## config.mk

```make
export PLATFORM = sky130hd
export DESIGN_NAME = regfile_dump_unit
export DESIGN_NICKNAME = d
export VERILOG_FILES = /design/src/rtl/regfile_dump_unit.sv
export SDC_FILE = /design/constraint.sdc
export NUM_CORES = 1
export LEC_CHECK = 0
export BUFFER_PORTS_ARGS = -buffer_cell sky130_fd_sc_hd__buf_2
export CAP_MARGIN = 0
export CORE_ASPECT_RATIO = 0.8
export CORE_UTILIZATION = 43
export DETAILED_ROUTE_END_ITERATION = 7
export PLACE_DENSITY = 0.9
export SLEW_MARGIN = 0
export SYNTH_ARGS = -nofsm -noshare
export SYNTH_HDL_FRONTEND = slang
export SYNTH_SLANG_ARGS = --single-unit
```

## constraint.sdc

```tcl
create_clock -name clk -period 1.5 [get_ports clk]
set_input_delay 0.15 -clock clk [delete_from_list [all_inputs] [get_ports clk]]
set_output_delay 0.15 -clock clk [all_outputs]
set_load 0.02 [all_outputs]
```

## src/rtl/regfile_dump_unit.sv

```systemverilog
// Debug read-out engine: halts the core on a PC breakpoint or a manual
// request, streams every register-file entry out over valid/ready in index
// order, then keeps the core halted until resume.
//
//  state       | meaning
//  ------------+-----------------------------------------------------------
//  IDLE        | core running; watching for breakpoint match or dump_req
//  DUMP        | core halted; reading registers and streaming them out
//  WAIT_RESUME | dump finished; core still halted, done=1, waiting resume
module regfile_dump_unit #(
    parameter int DATA_W   = 16,
    parameter int PC_W     = 16,
    parameter int NUM_REGS = 16,
    parameter int IDX_W    = 4
) (
    input  logic              clk,
    input  logic              rst,
    input  logic              bp_en,
    input  logic [PC_W-1:0]   bp_addr,
    input  logic [PC_W-1:0]   pc_next,
    input  logic              dump_req,
    input  logic              resume,
    output logic              halt,
    output logic [IDX_W-1:0]  rf_rd_idx,
    input  logic [DATA_W-1:0] rf_rd_data,
    output logic              dump_valid,
    input  logic              dump_ready,
    output logic [DATA_W-1:0] dump_data,
    output logic [IDX_W-1:0]  dump_idx,
    output logic              dump_last,
    output logic              done
);

    typedef enum logic [1:0] {
        IDLE        = 2'd0,
        DUMP        = 2'd1,
        WAIT_RESUME = 2'd2
    } state_t;

    localparam logic [IDX_W-1:0] LAST_IDX = IDX_W'(NUM_REGS - 1);

    state_t           state;
    state_t           state_nxt;
    logic [IDX_W-1:0] cnt;
    logic             armed;
    logic             pc_hit;
    logic             xfer;
    logic             trigger;
    logic             load_word;
    logic             xfer_last;
    logic             release_core;

    assign pc_hit    = (pc_next == bp_addr);
    assign xfer      = dump_valid && dump_ready;
    // The register file is read combinationally at the next index to load.
    assign rf_rd_idx = cnt;

    // Next-state and per-cycle control decisions.
    always_comb begin
        state_nxt    = state;
        trigger      = 1'b0;
        load_word    = 1'b0;
        xfer_last    = 1'b0;
        release_core = 1'b0;
        case (state)
            IDLE: begin
                if ((bp_en && armed && pc_hit) || dump_req) begin
                    trigger   = 1'b1;
                    state_nxt = DUMP;
                end
            end
            DUMP: begin
                // A pending last word blocks further loads, so cnt never
                // wraps back to index 0.
                if (xfer && dump_last) begin
                    xfer_last = 1'b1;
                    state_nxt = WAIT_RESUME;
                end else if (!dump_valid || dump_ready) begin
                    load_word = 1'b1;
                end
            end
            WAIT_RESUME: begin
                if (resume) begin
                    release_core = 1'b1;
                    state_nxt    = IDLE;
                end
            end
            default: state_nxt = IDLE;
        endcase
    end

    // State register.
    always_ff @(posedge clk) begin
        if (rst) begin
            state <= IDLE;
        end else begin
            state <= state_nxt;
        end
    end

    // Index counter, breakpoint arming, halt/done flags and output holding register.
    always_ff @(posedge clk) begin
        if (rst) begin
            cnt        <= '0;
            armed      <= 1'b1;
            halt       <= 1'b0;
            done       <= 1'b0;
            dump_valid <= 1'b0;
            dump_data  <= '0;
            dump_idx   <= '0;
            dump_last  <= 1'b0;
        end else begin
            // Moving off the breakpoint PC re-arms it, so resuming at the
            // same PC does not immediately retrigger.
            if (!pc_hit) begin
                armed <= 1'b1;
            end else if (trigger) begin
                armed <= 1'b0;
            end

            if (trigger) begin
                halt <= 1'b1;
                cnt  <= '0;
            end

            if (load_word) begin
                dump_data  <= rf_rd_data;
                dump_idx   <= cnt;
                dump_last  <= (cnt == LAST_IDX);
                dump_valid <= 1'b1;
                if (cnt != LAST_IDX) begin
                    cnt <= cnt + 1'b1;
                end
            end

            if (xfer_last) begin
                dump_valid <= 1'b0;
                dump_last  <= 1'b0;
                done       <= 1'b1;
            end

            if (release_core) begin
                halt <= 1'b0;
                done <= 1'b0;
            end
        end
    end

endmodule

```

==> results by group <==
Job
  • Max-cap violations: 0

Synthesis
  • Seq/Total Area, Yosys: 0.450
  • Primary FF master, synth: dfxtp_1
  • Synthesized area per cell: 8.36 sq um
  • Commonest cells post-synth: nand2_1 (43), dfxtp_1 (31), a21oi_1 (23)
  • Proportion of netlist area held by the largest area contributor: 0.450
  • Main combinational cell family by area after synthesis: simple AND/OR/NAND/NOR gates
  • Area fraction in and, or, nand and nor cells after synthesis: 0.235
  • Most used standard cell by instance count after synthesis: nand2_1
  • Number of enable-type register cells in the synthesized netlist: 0
  • Xor/xnor share of the synthesized area: 0.102
  • Multiplexer fraction of the synthesized cell area: 0
  • Cell Area, Synth: 0.00138 sq mm
  • Synth area leader: dfxtp_1
  • Leading cell types by total area after synthesis: dfxtp_1 (45%), nand2_1 (12%), xor2_1 (10%)
  • Synth warn: 0
  • Number of distinct standard cells referenced by the synthesized netlist: 28
  • Async S/R FF share, synth: 0
  • Flops & latches, synth: 31
  • Synthesized netlist net count: 220
  • Cells after Synth: 165
  • Fraction of the mapped netlist area in compound gates: 0.172
  • Adder-cell area share of the yosys netlist: 0.00907

Route
  • Routed wire length per instance: 11.3 microns
  • DRC violation total after the first TritonRoute iteration: 33
  • Number of vias in the routed layout: 1,426
  • Detailed-routing iteration count for the pre-antenna-repair pass: 4
  • Number of nets still failing antenna checks after routing: 0
  • Remaining design rule violation count: 0
  • Detailed-route wire length: 3340 microns
  • Vias per cell: 4.83

Timing
  • Worst Tran Pin Value: 405 ps
  • Total Negative Setup Slacks: 0 ps
  • Rel. slew slack: 0.728
  • Total count of max-transition violations in the final report: 0
  • Final worst-path cycle share: 0.913
  • Minimum clock period: 1370 ps
  • Final-layout worst hold slack: 103 ps
  • Count of endpoints failing setup in the final report: 0
  • Final hold vios: 0
  • Worst-case clock skew: 1.84 ps
  • Maximum frequency from static timing analysis: 730 MHz
  • RSZ-0062 raised after global routing: false
  • Final WS setup: 131 ps

Clocking
  • CTS tree: yes
  • Total number of clock tree sinks: 31
  • Clk root buf: clkbuf_8
  • Worst-case clock buffer depth: 2
  • Post-cts hold buffer count: 0
  • Setup repair bufs after CTS: 0
  • Clk Latency, worst-skew pair: 280 ps
  • Number of clock buffers inserted by TritonCTS: 5
  • Clk slew on worst S/H paths: 60 ps
  • CTS H-tree depth: 2
  • Gates resized, CTS repair: 0

Setup path
  • Library cell contributing the largest single delay on the critical path: dfxtp_1
  • Critical Path Sink Type: flip-flop
  • CP arrival: 1580 ps
  • Crit-path cells: nor2b_1 > o21a_2 > and2_1 > a31oi_1 > a21oi_1
  • Terminus of the critical flop-to-flop path: rf_rd_idx[3]$_SDFF_PP0_
  • Worst setup slack for register-to-register paths: 130 ps
  • CP startpoint: state[0]$_SDFFE_PP0P_
  • Worst setup SP type: flip-flop
  • Depth of the worst register-to-register path: 5
  • Top Family by Delay on Critical Path: compound AO/OA/AOI/OAI gates
  • Maximum single-stage delay on the critical path: 380 ps
  • Worst path required time: 1710 ps
  • Worst setup path class: reg2reg
  • Reg2Reg Launch Point: state[0]$_SDFFE_PP0P_
  • Biggest fanout along the worst timing path: 6
  • Buffers & Inverters on Critical Path: 0

Floorplan
  • Die boundary width: 65.3 microns
  • Die Y: 52.7 microns
  • Starting Density: 0.477
  • Core area: 0.00289 sq mm
  • Cell row count: 17
  • I/O pin count: 82
  • DIE AREA: 0.00344 sq mm

GRT
  • Number of global-route vias before repair: 1,269
  • Global route overflow: 0
  • Overall fraction of global-route tracks in use: 0.213
  • Number of antenna violations at the first check in global routing: 0
  • First-pass GRT wire length: 5460 microns
  • Maximum number of pins on one net before global-route repair: 19

Power
  • Total design power: 1.87 mW
  • Part of the power in combinational logic: 0.197
  • Internal Dissipation: 1.35 mW
  • P per Cell Area: 956 mW/mm^2
  • Sw frac: 0.280
  • Sw power: 0.524 mW
  • Maximum VDD drop: 831 uV
  • Leakage component of the power: 0.939 nW
  • Clock Power Share: 0.329
  • Share of power burned in registers: 0.474

Hold path
  • Worst Hold Launch: rf_rd_data[4]
  • Min-delay worst type: in2reg
  • Hold Crit Depth: 3
  • Hold-critical path endpoint: dump_data[4]$_SDFFE_PP0P_

Placement
  • Buffers on Ports: 81
  • Final RePlAce weighted congestion: 0.807
  • Half-perimeter wire length after placement: 2600 microns
  • Post-Place Setup Slack: 112 ps

Finish
  • Share of final-layout standard cells stronger than drive strength 1: 0.405
  • Layout-stage area growth over the synthesis result: 42.2%
  • Final #Nets: 311
  • Total inserted antenna cells: 0
  • Number of fillers in the final layout: 252

Run status
  • Result of the run: finished, final reports clean
==> worst max-delay path by stage <==
| stage | endpoint | cells after the start |
|---|---|---|
| final | rf_rd_idx[3]$_SDFF_PP0_ | 5 |
| after global placement | rf_rd_idx[1]$_SDFF_PP0_ | 6 |
| after floorplan | rf_rd_idx[3]$_SDFF_PP0_ | 5 |
| after global routing | rf_rd_idx[0]$_SDFF_PP0_ | 5 |
| after CTS | rf_rd_idx[3]$_SDFF_PP0_ | 5 |
| after detailed placement | rf_rd_idx[0]$_SDFF_PP0_ | 6 |
==> final cells by class <==
cell class / count / area (sq um) / share of cell area
multi-input combinational: 123 / 716 / 0.365
sequential: 31 / 621 / 0.317
timing repair buffer: 91 / 480 / 0.245
clock buffer: 7 / 76.3 / 0.0389
tap: 38 / 47.5 / 0.0243
inverter: 4 / 15.0 / 0.00766
clock inverter: 1 / 5.00 / 0.00255
==> worst reg2reg max path, cell delays in order, from the launching register on <==
cell,delay (ps)
dfxtp_1,380
nor2b_1,220
o21a_2,240
and2_1,230
a31oi_1,100
a21oi_1,130
==> power groups by stage <==
stage	logic [mW]	registers (mW)	clock network, mW
2_1_floorplan	0.155	0.953	0
3_3_place_gp	0.363	0.904	0
3_5_place_dp	0.368	0.905	0
4_1_cts	0.369	0.888	0.632
5_1_grt	0.407	0.892	0.665
6_report	0.369	0.888	0.617
==> routing by layer <==
| layer | track usage | up-vias | wire, microns |
|---|---|---|---|
| met5 | 0 | - | 0 |
| met4 | 0.109 | 0 | 67 |
| met3 | 0.0652 | 7 | 258 |
| met2 | 0.328 | 52 | 1430 |
| li1 | - | 743 | - |
| met1 | 0.267 | 624 | 1580 |
==> kinds of logic (layout without fill, tap and decap cells) <==
logic type,count (synthesis),after routing
AO/OA/AOI/OAI,39,39
XOR/XNOR,16,16
adder cells (fa/ha/maj),1,1
buffers and inverters,11,103
flip-flops,31,31
AND/OR/NAND/NOR,67,67
==> state kept, by name (all words and copies together) (netlist names) <==
register	cells
done	1
dump_last	1
state	2
dump_idx	4
armed	1
dump_valid	1
halt	1
rf_rd_idx	4
dump_data	16
==> metrics by stage <==
step | instance area, sq um | util | instances
2_1_floorplan | 1380 | - | 165
3_3_place_gp | 1880 | 0.649 | 287
3_5_place_dp | 1880 | 0.649 | 287
4_1_cts | 1960 | 0.677 | 295
5_1_grt | 1960 | 0.678 | 295
6_report | 1960 | 0.678 | 295
==> placed cells by master, fill, tap and decap left out, types with 2 or more instances in the layout <==
| cell | instances |
|---|---|
| a21oi_1 | 23 |
| a31oi_1 | 3 |
| and2_1 | 2 |
| buf_2 | 81 |
| buf_4 | 10 |
| clkbuf_1 | 2 |
| clkbuf_8 | 5 |
| dfxtp_1 | 31 |
| inv_1 | 4 |
| nand2_1 | 43 |
| nand2b_1 | 2 |
| nand3_1 | 4 |
| nor2_1 | 5 |
| nor2b_1 | 2 |
| nor3_1 | 2 |
| nor4_2 | 4 |
| o2111ai_1 | 3 |
| o21a_1 | 2 |
| xor2_1 | 16 |
Note: power is estimated with default switching activity, not from simulation.
